--- src/rtl/ct_sysio_mc_top.sv ---
// ct_sysio_mc_top: multi-core system-IO block between the SoC pads and the
// CIU/CLINT/PLIC/PIU fabric. Registers pad-side inputs (system counter, APB
// base, debug requests/masks) under axim_clk_en, registers per-core status
// toward the pads, runs the L2-flush request/acknowledge handshake with a
// sticky watchdog, and reports a flush-qualified no-op indicator.
// Optional build macro: CT_SYSIO_SYS_CNT_GRAY_EN -- pad_cpu_sys_cnt is
// Gray-coded and converted through a 2-stage pipeline (2-sample latency).
module ct_sysio_mc_top #(
    parameter int CORE_NUM    = 4,
    parameter int APB_BASE_HI = 13,
    parameter int FLUSH_TO_W  = 16
) (
    input  logic                    forever_cpuclk,
    input  logic                    cpurst_b,
    input  logic                    axim_clk_en,
    input  logic [63:0]             pad_cpu_sys_cnt,
    input  logic [39:0]             pad_cpu_apb_base,
    input  logic                    pad_cpu_l2cache_flush_req,
    input  logic                    l2c_sysio_flush_done,
    input  logic                    l2c_sysio_flush_idle,
    input  logic                    ciu_xx_no_op,
    input  logic [CORE_NUM-1:0]     pad_core_dbgrq_b,
    input  logic [CORE_NUM-1:0]     pad_core_dbg_mask,
    input  logic [2*CORE_NUM-1:0]   piu_sysio_lpmd_b,
    input  logic [2*CORE_NUM-1:0]   piu_sysio_jdb_pm,
    input  logic [CORE_NUM-1:0]     clint_ms_int,
    input  logic [CORE_NUM-1:0]     clint_mt_int,
    input  logic [CORE_NUM-1:0]     clint_ss_int,
    input  logic [CORE_NUM-1:0]     clint_st_int,
    input  logic [CORE_NUM-1:0]     plic_me_int,
    input  logic [CORE_NUM-1:0]     plic_se_int,
    output logic [CORE_NUM-1:0]     sysio_piu_me_int,
    output logic [CORE_NUM-1:0]     sysio_piu_se_int,
    output logic [CORE_NUM-1:0]     sysio_piu_ms_int,
    output logic [CORE_NUM-1:0]     sysio_piu_mt_int,
    output logic [CORE_NUM-1:0]     sysio_piu_ss_int,
    output logic [CORE_NUM-1:0]     sysio_piu_st_int,
    output logic [CORE_NUM-1:0]     sysio_piu_dbgrq_b,
    output logic [CORE_NUM-1:0]     sysio_had_dbg_mask,
    output logic [2*CORE_NUM-1:0]   core_pad_lpmd_b,
    output logic [2*CORE_NUM-1:0]   core_pad_jdb_pm,
    output logic [63:0]             sysio_xx_time,
    output logic [39:0]             sysio_xx_apb_base,
    output logic                    sysio_l2c_flush_req,
    output logic                    cpu_pad_l2cache_flush_done,
    output logic                    cpu_pad_flush_timeout,
    output logic                    cpu_pad_no_op
);

    localparam int APB_LO_W = 40 - APB_BASE_HI;
    localparam logic [FLUSH_TO_W-1:0] WD_MAX = {FLUSH_TO_W{1'b1}};
    localparam logic [FLUSH_TO_W-1:0] WD_ONE = {{(FLUSH_TO_W-1){1'b0}}, 1'b1};

    typedef enum logic [1:0] {
        ST_IDLE  = 2'd0,
        ST_REQ   = 2'd1,
        ST_ACK   = 2'd2,
        ST_DRAIN = 2'd3
    } flush_state_t;

    flush_state_t              flush_state;
    flush_state_t              flush_state_nxt;
    logic [FLUSH_TO_W-1:0]     flush_wd_cnt;
    logic [APB_BASE_HI-1:0]    apb_base_hi_q;
    logic [63:0]               sys_cnt_smp;

    // Interrupts are retimed every cycle; they do not depend on the AXI enable.
    // NOTE: state is written with <= so every flop samples pre-edge values.
    always_ff @(posedge forever_cpuclk or negedge cpurst_b) begin
        if (!cpurst_b) begin
            sysio_piu_me_int <= '0;
            sysio_piu_se_int <= '0;
            sysio_piu_ms_int <= '0;
            sysio_piu_mt_int <= '0;
            sysio_piu_ss_int <= '0;
            sysio_piu_st_int <= '0;
        end else begin
            sysio_piu_me_int <= plic_me_int;
            sysio_piu_se_int <= plic_se_int;
            sysio_piu_ms_int <= clint_ms_int;
            sysio_piu_mt_int <= clint_mt_int;
            sysio_piu_ss_int <= clint_ss_int;
            sysio_piu_st_int <= clint_st_int;
        end
    end

    // Debug and power-mode status, sampled only on AXI-enabled cycles.
    always_ff @(posedge forever_cpuclk or negedge cpurst_b) begin
        if (!cpurst_b) begin
            sysio_piu_dbgrq_b  <= '1;
            sysio_had_dbg_mask <= '0;
            core_pad_lpmd_b    <= '1;
            core_pad_jdb_pm    <= '0;
            apb_base_hi_q      <= '0;
        end else if (axim_clk_en) begin
            sysio_piu_dbgrq_b  <= pad_core_dbgrq_b;
            sysio_had_dbg_mask <= pad_core_dbg_mask;
            core_pad_lpmd_b    <= piu_sysio_lpmd_b;
            core_pad_jdb_pm    <= piu_sysio_jdb_pm;
            apb_base_hi_q      <= pad_cpu_apb_base[39:APB_LO_W];
        end
    end

    assign sysio_xx_apb_base = {apb_base_hi_q, {APB_LO_W{1'b0}}};

`ifdef CT_SYSIO_SYS_CNT_GRAY_EN
    logic [63:0] sys_cnt_gray_q;

    function automatic logic [63:0] gray_to_bin(input logic [63:0] gray);
        logic [63:0] bin;
        bin[63] = gray[63];
        for (int i = 62; i >= 0; i--) begin
            bin[i] = bin[i+1] ^ gray[i];
        end
        return bin;
    endfunction

    // First pipeline stage: capture the raw Gray count before conversion.
    always_ff @(posedge forever_cpuclk or negedge cpurst_b) begin
        if (!cpurst_b) begin
            sys_cnt_gray_q <= '0;
        end else if (axim_clk_en) begin
            sys_cnt_gray_q <= pad_cpu_sys_cnt;
        end
    end

    assign sys_cnt_smp = gray_to_bin(sys_cnt_gray_q);
`else
    assign sys_cnt_smp = pad_cpu_sys_cnt;
`endif

    // System time only moves forward; a backward sample is dropped.
    always_ff @(posedge forever_cpuclk or negedge cpurst_b) begin
        if (!cpurst_b) begin
            sysio_xx_time <= '0;
        end else if (axim_clk_en && (sys_cnt_smp >= sysio_xx_time)) begin
            sysio_xx_time <= sys_cnt_smp;
        end
    end

    // Flush FSM state register.
    always_ff @(posedge forever_cpuclk or negedge cpurst_b) begin
        if (!cpurst_b) begin
            flush_state <= ST_IDLE;
        end else begin
            flush_state <= flush_state_nxt;
        end
    end

    // Flush FSM next state and Moore outputs; an issued flush is never aborted.
    // NOTE: every output gets a default first so no latch is inferred.
    always_comb begin
        flush_state_nxt            = flush_state;
        sysio_l2c_flush_req        = 1'b0;
        cpu_pad_l2cache_flush_done = 1'b0;
        case (flush_state)
            ST_IDLE: begin
                if (axim_clk_en && pad_cpu_l2cache_flush_req) begin
                    flush_state_nxt = ST_REQ;
                end
            end
            ST_REQ: begin
                sysio_l2c_flush_req = 1'b1;
                if (axim_clk_en) begin
                    if (l2c_sysio_flush_done) begin
                        flush_state_nxt = ST_ACK;
                    end else if (!pad_cpu_l2cache_flush_req) begin
                        flush_state_nxt = ST_DRAIN;
                    end
                end
            end
            ST_ACK: begin
                cpu_pad_l2cache_flush_done = 1'b1;
                if (axim_clk_en && !pad_cpu_l2cache_flush_req) begin
                    flush_state_nxt = ST_IDLE;
                end
            end
            ST_DRAIN: begin
                sysio_l2c_flush_req = 1'b1;
                if (axim_clk_en && l2c_sysio_flush_done) begin
                    flush_state_nxt = ST_IDLE;
                end
            end
            default: flush_state_nxt = ST_IDLE;
        endcase
    end

    // Watchdog counts enabled cycles in REQ; saturation sets a sticky timeout.
    always_ff @(posedge forever_cpuclk or negedge cpurst_b) begin
        if (!cpurst_b) begin
            flush_wd_cnt          <= '0;
            cpu_pad_flush_timeout <= 1'b0;
        end else if (axim_clk_en) begin
            if (flush_state == ST_REQ) begin
                if (flush_wd_cnt != WD_MAX) begin
                    flush_wd_cnt <= flush_wd_cnt + WD_ONE;
                end
                if (flush_wd_cnt == WD_MAX - WD_ONE) begin
                    cpu_pad_flush_timeout <= 1'b1;
                end
            end else if (flush_state == ST_IDLE) begin
                flush_wd_cnt <= '0;
            end
        end
    end

    // CPU is quiescent only when CIU and L2 are idle and no flush is in flight.
    always_ff @(posedge forever_cpuclk or negedge cpurst_b) begin
        if (!cpurst_b) begin
            cpu_pad_no_op <= 1'b0;
        end else if (axim_clk_en) begin
            cpu_pad_no_op <= ciu_xx_no_op & l2c_sysio_flush_idle &
                             (flush_state == ST_IDLE);
        end
    end

endmodule

--- config.mk ---
export PLATFORM = sky130hd
export DESIGN_NAME = ct_sysio_mc_top
export DESIGN_NICKNAME = d
export VERILOG_FILES = /design/src/rtl/ct_sysio_mc_top.sv
export SDC_FILE = /design/constraint.sdc
export NUM_CORES = 1
export LEC_CHECK = 0
export CORE_MARGIN = 3
export CORE_UTILIZATION = 40
export CTS_BUF_LIST = sky130_fd_sc_hd__clkbuf_16
export CTS_CLUSTER_SIZE = 25
export DETAILED_ROUTE_END_ITERATION = 12
export PLACE_DENSITY = 0.89
export SYNTH_ARGS = -nofsm -noshare
export SYNTH_HDL_FRONTEND = slang
export SYNTH_SLANG_ARGS = --single-unit
export TNS_END_PERCENT = 1
--- constraint.sdc ---
create_clock -name forever_cpuclk -period 7.3 [get_ports forever_cpuclk]
set_input_delay 1.46 -clock forever_cpuclk [delete_from_list [all_inputs] [get_ports forever_cpuclk]]
set_output_delay 1.46 -clock forever_cpuclk [all_outputs]
set_load 0.03 [all_outputs]
### Word-level counts from Yosys, hierarchy flattened

Cells that the tools add are included.

| cells by class | value |
|---|---|
| equal/unequal tests | 11 |
| order comparisons | 1 |
| bitwise logic cells | 2 |
| muxes and demuxes | 12 |
| add/sub/neg operators | 1 |
| reductions and logical operators | 11 |

Operators by type and width:

| kind | number |
|---|---|
| $ge 64x64->1 | 1 |
| $mux 16 | 3 |
| $add 16x1->16 const B | 1 |
| $eq 16x16->1 const B | 1 |
| $ne 16x16->1 const B | 1 |
| $mux 2 | 6 |
| $ne 2x2->1 const B | 4 |
| $pmux 2 s4 | 1 |
| $reduce_and 3->1 | 2 |
| $reduce_and 5->1 | 1 |
| $eq 2x2->1 const B | 2 |
| $logic_and 1x1->1 | 4 |
| $ne 3x3->1 const B | 1 |
| $and 1x1->1 | 2 |
| $eq 2x1->1 const B | 1 |
| $logic_not 2->1 | 1 |
| $mux 1 | 2 |
| $ne 2x1->1 const B | 1 |
| $reduce_bool 2->1 | 1 |
| $reduce_or 2->1 | 1 |
| $logic_not 1->1 | 1 |

| storage, ports and cells | value |
|---|---|
| register bits | 145 |
| input port bits | 159 |
| logic and storage cells | 54 |
| output and inout port bits | 156 |

### Logic depth before layout (Yosys ltp)

Gate-level depths: netlist (run 1).

| depth | value |
|---|---|
| depth after elaboration | 4 |
| mapped depth | 10 |
| mapped depth without buffers | 9 |

### Worst setup path before layout (run 1)

No wires, ideal clock.

| timing | value |
|---|---|
| path kind | input-to-reg |
| start point | in pad_cpu_sys_cnt[61] |
| end point | reg sysio_xx_time[10] |
| path buffers | 1 |
| required time | 7175 ps |
| setup slack | 3575 ps |
| data arrival time | 3600 ps |
| setup time | 125 ps |
| stages on the path | 9 |
| cells stage by stage | ha_1 -> nand4_2 -> nor4_1 -> nand4_1 -> o2111ai_1 -> o21ai_0 -> o31ai_4 -> buf_4 -> mux2_2 |

| on the way | value |
|---|---|
| word-level cells in the longest chain between the ends | 2 |

RTL lines:

| what | RTL line | source |
|---|---|---|
| start, declared | 16 | `input logic [63:0] pad_cpu_sys_cnt,` |
| $ge 64x64->1 | 136 | `end else if (axim_clk_en && (sys_cnt_smp >= sysio_xx_time)) begin` |
| $logic_and 1x1->1 | 136 |  |
| end signal, assigned | 137 | `sysio_xx_time <= sys_cnt_smp;` |
| end, declared | 42 | `output logic [63:0] sysio_xx_time,` |

Every way passes these cells.
A chain may end at the register's enable or synchronous reset.

### Final worst setup path (run 1)

| timing | value |
|---|---|
| start point | in pad_cpu_sys_cnt[57] |
| end point | reg sysio_xx_time[19] |

The elaborated chain is that of the path after synthesis.

==> metrics, run 1 <==
register area share after synthesis 50.8%; post-route setup TNS 0 ns; post-cts resize count 0; static leakage 4.71 nW; max-cap viol count 0; Die H 140 um; post-synthesis mux area share 15.9%; DR vias/cell 4.81; Routed WL 17.9 mm; Worst Tran Pin Value 1.05 ns; pre-CTS setup slack 2.20 ns; top cell type by total area after synthesis dfrtp_1; vias 5308; CP Capture Type flip-flop; relative slew slack 29.7%; reg-to-reg slack, setup 3.75 ns; crit path kind in2reg; Yosys reg bits 145; top post-synthesis cells by area dfrtp_1 (46%), mux2_2 (15%), ha_1 (12%), dfstp_2 (4.4%), inv_1 (3.6%); row count 48; synthesized cell area 7170 um^2; number of global-route vias before repair 5633; Die W 140 um; CP arrival 4.92 ns; synth unique cells 39; first-pass GRT wire length 29.1 mm; crit-path max cell delay 0.69 ns; CTS tree yes; Tot Pwr 3.94 mW; DRC errors left 0; final worst setup slack 2.69 ns; startpoint types primary input; IO Count 315; detailed placement HPWL 13.8 mm; Post-synth EDFFs 0; number of fill cells in the layout 1394; total number of H-tree levels 4; VDD IR max 0.259 mV; die area 19600 um^2; first drt pass iteration count 4; Syn Area/Cell 12.0 um^2; worst-path fanout max 62; diodes inserted 0; Top FF cell, synth dfrtp_1; min Tclk post-route 4.61 ns; f_max 0.217 GHz; cells after synthesis 599; CTS buffer count 17; grt total ovfl 0; clk_skew 0.00690 ns; worst endpoint required time 7.60 ns; P per Cell Area 375 nW/um^2; ys async rst share 100%; Total GRT Usage 18.6%; most frequent cell after synthesis dfrtp_1; Layout area overhead 46.5%; Setup Viol. Count Final 0; Port Buffer Count 260; post-CTS setup buffer count 0; Tcrit/Tclk final 63.2%; Multi-input gate area 3070 um^2; RSZ-0062 raised after global routing no; share of cells above drive strength 1 17.1%; Crit path top cell by count nand4_1; Adder-Cell Fraction of Synth Area 11.5%; GPL Wtd Cong 0.790; Synth top cells by count dfrtp_1 (133), mux2_2 (97), inv_1 (68); WL per Instance 16.2 um; number of nets in the layout 1091; Max Slew Vio Count 0; Starting DRT DRC Count 289; xor/xnor share of the synthesized area 1.59%; FF/Latch Area 3640 um^2; clk_lat worst skew 0.42 ns; total core area 17400 um^2; largest family of logic cells by synthesized area multiplexers; starting density of the core 41.1%; top cell type's share of synthesized area 46.4%; largest net degree at the start of global routing 76; crit path max-delay cell type buf_4; worst hold path class reg2reg; clock sink total 145; outcome finished, final reports clean; synth warn 0; critical path cell sequence clkdlybuf4s50_1, ha_1, nand4_1, nor4_1, nand4_1, o2111ai_1, o21ai_0, o31ai_4, buf_4, mux2_2; hold buffer count at CTS 0; initial antenna violation count 0; Synth Area in Compound Gates 5.36%; CTS clk-pin slew, worst paths 0.07 ns; clock root cell clkbuf_16; final hold vios 0; simple-gate share of the synthesized area 7.11%; clock tree buffer depth 2; Antenna Violating Nets Remaining 0
[area by class of cell]
type | count | area share, %
Sequential cell | 145 | 34.7
Multi-Input combinational cell | 371 | 29.3
Timing Repair Buffer | 263 | 25.0
Clock buffer | 17 | 4.05
Tap cell | 225 | 2.68
Inverter | 68 | 2.43
Clock inverter | 15 | 1.91
[kinds of logic after synthesis]
family / count (synthesis)
AO/OA/AOI/OAI: 61
XOR/XNOR: 13
adder cells (fa/ha/maj): 66
buffers and inverters: 109
flip-flops: 145
multiplexers: 101
other: 1
AND/OR/NAND/NOR: 103
[per-layer routing]
layer	routed length, um	vias up	share of wire (%)	GRT usage (%)
met1	6940	2548	39	21.4
met2	9160	188	51	32.0
met3	1470	22	8.2	7.22
met5	0	-	0	0
met4	316	0	1.8	5.97
li1	-	2550	-	-
[metrics by stage]
| step | area, um^2 | std cells | util (%) | hold slack [ns] |
|---|---|---|---|---|
| 2_1_floorplan | 7260 | 625 | - | 0.486 |
| 5_1_grt | 10500 | 1104 | 60.3 | 0.523 |
| 6_report | 10500 | 1104 | 60.3 | 0.505 |
| 3_3_place_gp | 9870 | 1072 | 56.7 | 0.458 |
| 3_5_place_dp | 9870 | 1072 | 56.7 | 0.495 |
| 4_1_cts | 10500 | 1104 | 60.3 | 0.510 |
[cell usage in the layout, fill, tap and decap left out, types with 4 or more instances in the layout]
cell | Yosys | layout
a21oi_1 | 26 | 26
and4_1 | 4 | 4
clkbuf_16 | 0 | 17
clkdlybuf4s50_1 | 0 | 258
conb_1 | 1 | 27
dfrtp_1 | 133 | 133
dfstp_2 | 12 | 12
ha_1 | 66 | 66
inv_1 | 68 | 68
mux2_1 | 4 | 4
mux2_2 | 97 | 97
nand2_1 | 35 | 35
nand2b_1 | 4 | 4
nand3_1 | 11 | 11
nand4_1 | 13 | 13
nor2_1 | 20 | 20
nor2b_1 | 4 | 4
o21ai_0 | 14 | 14
xor2_1 | 12 | 12
[registers in the layout (all words and copies together), names as in the netlist]
signal	flops
sysio_piu_me_int	4
sysio_piu_ss_int	4
flush_wd_cnt	16
sysio_piu_dbgrq_b	4
sysio_piu_st_int	4
sysio_piu_mt_int	4
sysio_had_dbg_mask	4
core_pad_lpmd_b	8
sysio_piu_se_int	4
core_pad_jdb_pm	8
cpu_pad_flush_timeout	1
cpu_pad_no_op	1
sysio_xx_time	64
flush_state	2
apb_base_hi_q	13
sysio_piu_ms_int	4
[worst paths after layout]
path / start / to / cells after the start
min in group asynchronous: cpurst_b / sysio_xx_time[10] / 1
hold reg to reg: cpu_pad_flush_timeout / cpu_pad_flush_timeout / 1
setup reg to reg: sysio_xx_time[59] / sysio_xx_time[19] / 10
max in group asynchronous: cpurst_b / apb_base_hi_q[12] / 2
hold / removal: cpu_pad_flush_timeout / cpu_pad_flush_timeout / 1
setup / recovery: pad_cpu_sys_cnt[57] / sysio_xx_time[19] / 10
[power by group]
part	total [mW]	internal (mW)	switching (mW)
clock network	0.921	0.549	0.372
registers	1.20	1.03	0.167
logic	1.82	0.834	0.984
[worst max-delay path: cells and delay by family]
family                   cells  cell delay [ns]
buffers and inverters        2             1.12
AND/OR/NAND/NOR              3             1.02
AO/OA/AOI/OAI                3             0.57
multiplexers                 1             0.42
adder cells (fa/ha/maj)      1             0.31
Power figures use the tool's default switching activity.
==> inputs of run 2 (changes only) <==
--- a/config.mk
+++ b/config.mk
@@ -6,11 +6,11 @@
 export NUM_CORES = 1
 export LEC_CHECK = 0
 export CORE_MARGIN = 3
-export CORE_UTILIZATION = 40
+export CORE_UTILIZATION = 39
 export CTS_BUF_LIST = sky130_fd_sc_hd__clkbuf_16
 export CTS_CLUSTER_SIZE = 25
 export DETAILED_ROUTE_END_ITERATION = 12
-export PLACE_DENSITY = 0.89
+export PLACE_DENSITY = 0.9
 export SYNTH_ARGS = -nofsm -noshare
 export SYNTH_HDL_FRONTEND = slang
 export SYNTH_SLANG_ARGS = --single-unit
==> constraint.sdc (replaced) <==
create_clock -name forever_cpuclk -period 3.8 [get_ports forever_cpuclk]
set_input_delay 0.76 -clock forever_cpuclk [delete_from_list [all_inputs] [get_ports forever_cpuclk]]
set_output_delay 0.76 -clock forever_cpuclk [all_outputs]
set_load 0.03 [all_outputs]
==> run 2 against run 1 <==
Global-route usage decreased by 0.27 points. Power increased by 92%. Clock power increased by 83%. Clock skew increased by 0.00062 ns. Die area increased by 2.5%. Sequential power increased by 93%. Critical path depth unchanged. Critical path type unchanged. Largest cell class unchanged.
==> metrics, run 2 (same netlist as run 1, synthesis figures left out) <==
outcome finished, final reports clean (unchanged); row count 48 (unchanged); clk_skew 0.00752 ns (was 0.00690 ns); worst path bufs/invs 2 (unchanged); Routed WL 18.2 mm (was 17.9 mm); clk_lat worst skew 0.42 ns (about the same); initial antenna violation count 0 (unchanged); hold buffer count at CTS 0 (unchanged); clock tree buffer depth 2 (unchanged); Crit path top cell by count o21ai_0 (was nand4_1); Tot Pwr 7.55 mW (was 3.94 mW); share of cells above drive strength 1 17.6% (was 17.1%); GRT met2 Usage 32.1% (was 32.0%); FF/Latch Area 3640 um^2 (unchanged); first-pass GRT wire length 29.3 mm (was 29.1 mm); critical path cell sequence clkdlybuf4s50_1, ha_1, a21oi_1, o21ai_0, a221oi_1, o2111ai_1, o21ai_0, o31ai_4, buf_12, mux2_1 (was clkdlybuf4s50_1, ha_1, nand4_1, nor4_1, nand4_1, o2111ai_1, o21ai_0, o31ai_4, buf_4, mux2_2); RSZ-0062 raised after global routing no (unchanged); CTS tree yes (unchanged); placed instance count 1077 (was 1072); worst hold path class in2async (was reg2reg); met1 global-route usage 20.6% (was 21.4%); clock sink total 145 (unchanged); Cell Area, Placed 9940 um^2 (was 9870 um^2); number of nets in the layout 1096 (was 1091); f_max 0.304 GHz; Worst Tran Pin Value 0.832 ns (was 1.05 ns); pre-CTS setup slack 0.0829 ns (was 2.20 ns); Die H 142 um (was 140 um); post-CTS setup buffer count 0 (unchanged); Multi-input gate area 3070 um^2 (unchanged); relative slew slack 44.6% (was 29.7%); Non-Filler Instances 1109 (was 1104); largest net degree at the start of global routing 90 (was 76); Starting DRT DRC Count 218 (was 289); crit path max-delay cell type clkdlybuf4s50_1 (was buf_4); DRC errors left 0 (unchanged); Net Sw Power 3.00 mW (was 1.52 mW); post-cts resize count 0 (unchanged); max-cap viol count 0 (unchanged); crit path kind in2reg (unchanged); post-route setup TNS 0 ns (unchanged); sequential fraction of design power 30.6% (was 30.5%); largest reg by FF count sysio_xx_time (unchanged); detailed placement HPWL 13.9 mm (was 13.8 mm); Setup Viol. Count Final 0 (unchanged); starting density of the core 40.6% (was 41.1%); commonest non-fill, non-tap cells in the layout clkdlybuf4s50_1 (258), dfrtp_1 (133), mux2_2 (97) (unchanged); reg-to-reg slack, setup 0.84 ns (was 3.75 ns); startpoint types primary input (unchanged); CTS buffer count 17 (unchanged); first drt pass iteration count 4 (unchanged); DR vias/cell 4.86 (was 4.81); crit-path max cell delay 0.42 ns (was 0.69 ns); final hold vios 0 (unchanged); Crit path max-delay family compound AO/OA/AOI/OAI gates (was buffers and inverters); switching share of power 39.7% (was 38.7%); grt total ovfl 0 (unchanged); diodes inserted 0 (unchanged); P per Cell Area 717 nW/um^2 (was 375 nW/um^2); IO Count 315 (unchanged); Comb pwr share 47.1% (was 46.2%); die area 20000 um^2 (was 19600 um^2); VDD IR max 0.452 mV (was 0.259 mV); CP Capture Type flip-flop (unchanged); WL per Instance 16.4 um (was 16.2 um); number of global-route vias before repair 5699 (was 5633); CP arrival 3.59 ns (was 4.92 ns); total core area 17700 um^2 (was 17400 um^2); hold slack 0.415 ns (was 0.505 ns); number of flip-flops in the largest register 64 (unchanged); Max Slew Vio Count 0 (unchanged); vias 5394 (was 5308); GR peak layer met2 (unchanged); Layout area overhead 46.9% (was 46.5%); Clock Power Share 22.3% (was 23.4%); Post-Layout Inst Area 10500 um^2 (about the same); Die W 142 um (was 140 um); Tcrit/Tclk final 86.7%; CTS clk-pin slew, worst paths 0.07 ns (about the same); Largest regs sysio_xx_time x64, flush_wd_cnt x16, apb_base_hi_q x13 (unchanged); Antenna Violating Nets Remaining 0 (unchanged); GPL Wtd Cong 0.785 (was 0.790); number of fill cells in the layout 1426 (was 1394); static leakage 4.74 nW (was 4.71 nW); Internal Power 4.55 mW (was 2.42 mW); total number of H-tree levels 4 (unchanged); commonest non-fill, non-tap cell in the layout clkdlybuf4s50_1 (unchanged); post-layout util 59.6% (was 60.3%); final worst setup slack 0.505 ns (was 2.69 ns); clock root cell clkbuf_16 (unchanged); worst endpoint required time 4.10 ns (was 7.60 ns); Total GRT Usage 18.4% (was 18.6%); worst-path fanout max 39 (was 62); min Tclk post-route 3.29 ns; met3 Use GR 7.08% (was 7.22%); Port Buffer Count 260 (unchanged)
[run 2: cell count changes in the layout (fill, tap and decap cells not counted), sizes merged]
| cell | delta |
|---|---|
| bufinv | -2 |
| inv | +3 |
| clkinvlp | -1 |
| buf | +5 |
[run 2: worst paths after layout]
path | from | end | cells past startpoint
setup / recovery | pad_cpu_sys_cnt[27] | sysio_xx_time[13] | 10
hold / removal | cpurst_b | sysio_xx_time[42] | 1
setup reg to reg | sysio_xx_time[56] | sysio_xx_time[26] | 11
hold reg to reg | cpu_pad_flush_timeout | cpu_pad_flush_timeout | 1
max in group asynchronous | cpurst_b | sysio_piu_dbgrq_b[1] | 2
min in group forever_cpuclk | cpu_pad_flush_timeout | cpu_pad_flush_timeout | 1
[run 2: area by class of cell]
type,count,share of cell area [%]
flip-flops and latches,145,34.6
repair buffers,268,25.5
multi-input cells,371,29.2
clock buffers,17,4.04
well taps,225,2.67
inverters,68,2.42
clock inverters,15,1.62
[run 2: power groups by stage]
stage / registers [mW] / logic [mW] / clock network (mW)
4_1_cts: 2.31 / 3.59 / 1.73
3_5_place_dp: 2.34 / 3.57 / 0
5_1_grt: 2.37 / 3.85 / 1.80
2_1_floorplan: 3.09 / 1.41 / 0
6_report: 2.31 / 3.55 / 1.69
3_3_place_gp: 2.31 / 3.48 / 0
[run 2: metal layers]
layer	wire [um]	vias to the layer above
li1	-	2561
met1	6900	2601
met2	9270	203
met3	1590	29
met4	388	0
met5	0	-
[run 2: worst reg2reg max path: stages (launching register included)]
cell and delay (ns):
dfrtp_1 0.42, inv_1 0.07, ha_1 0.28, nand4_1 0.17, nor4_1 0.35, buf_4 0.18
nand4_1 0.14, o2111ai_1 0.20, o21ai_0 0.19, o31ai_4 0.15, buf_12 0.27, mux2_2 0.42
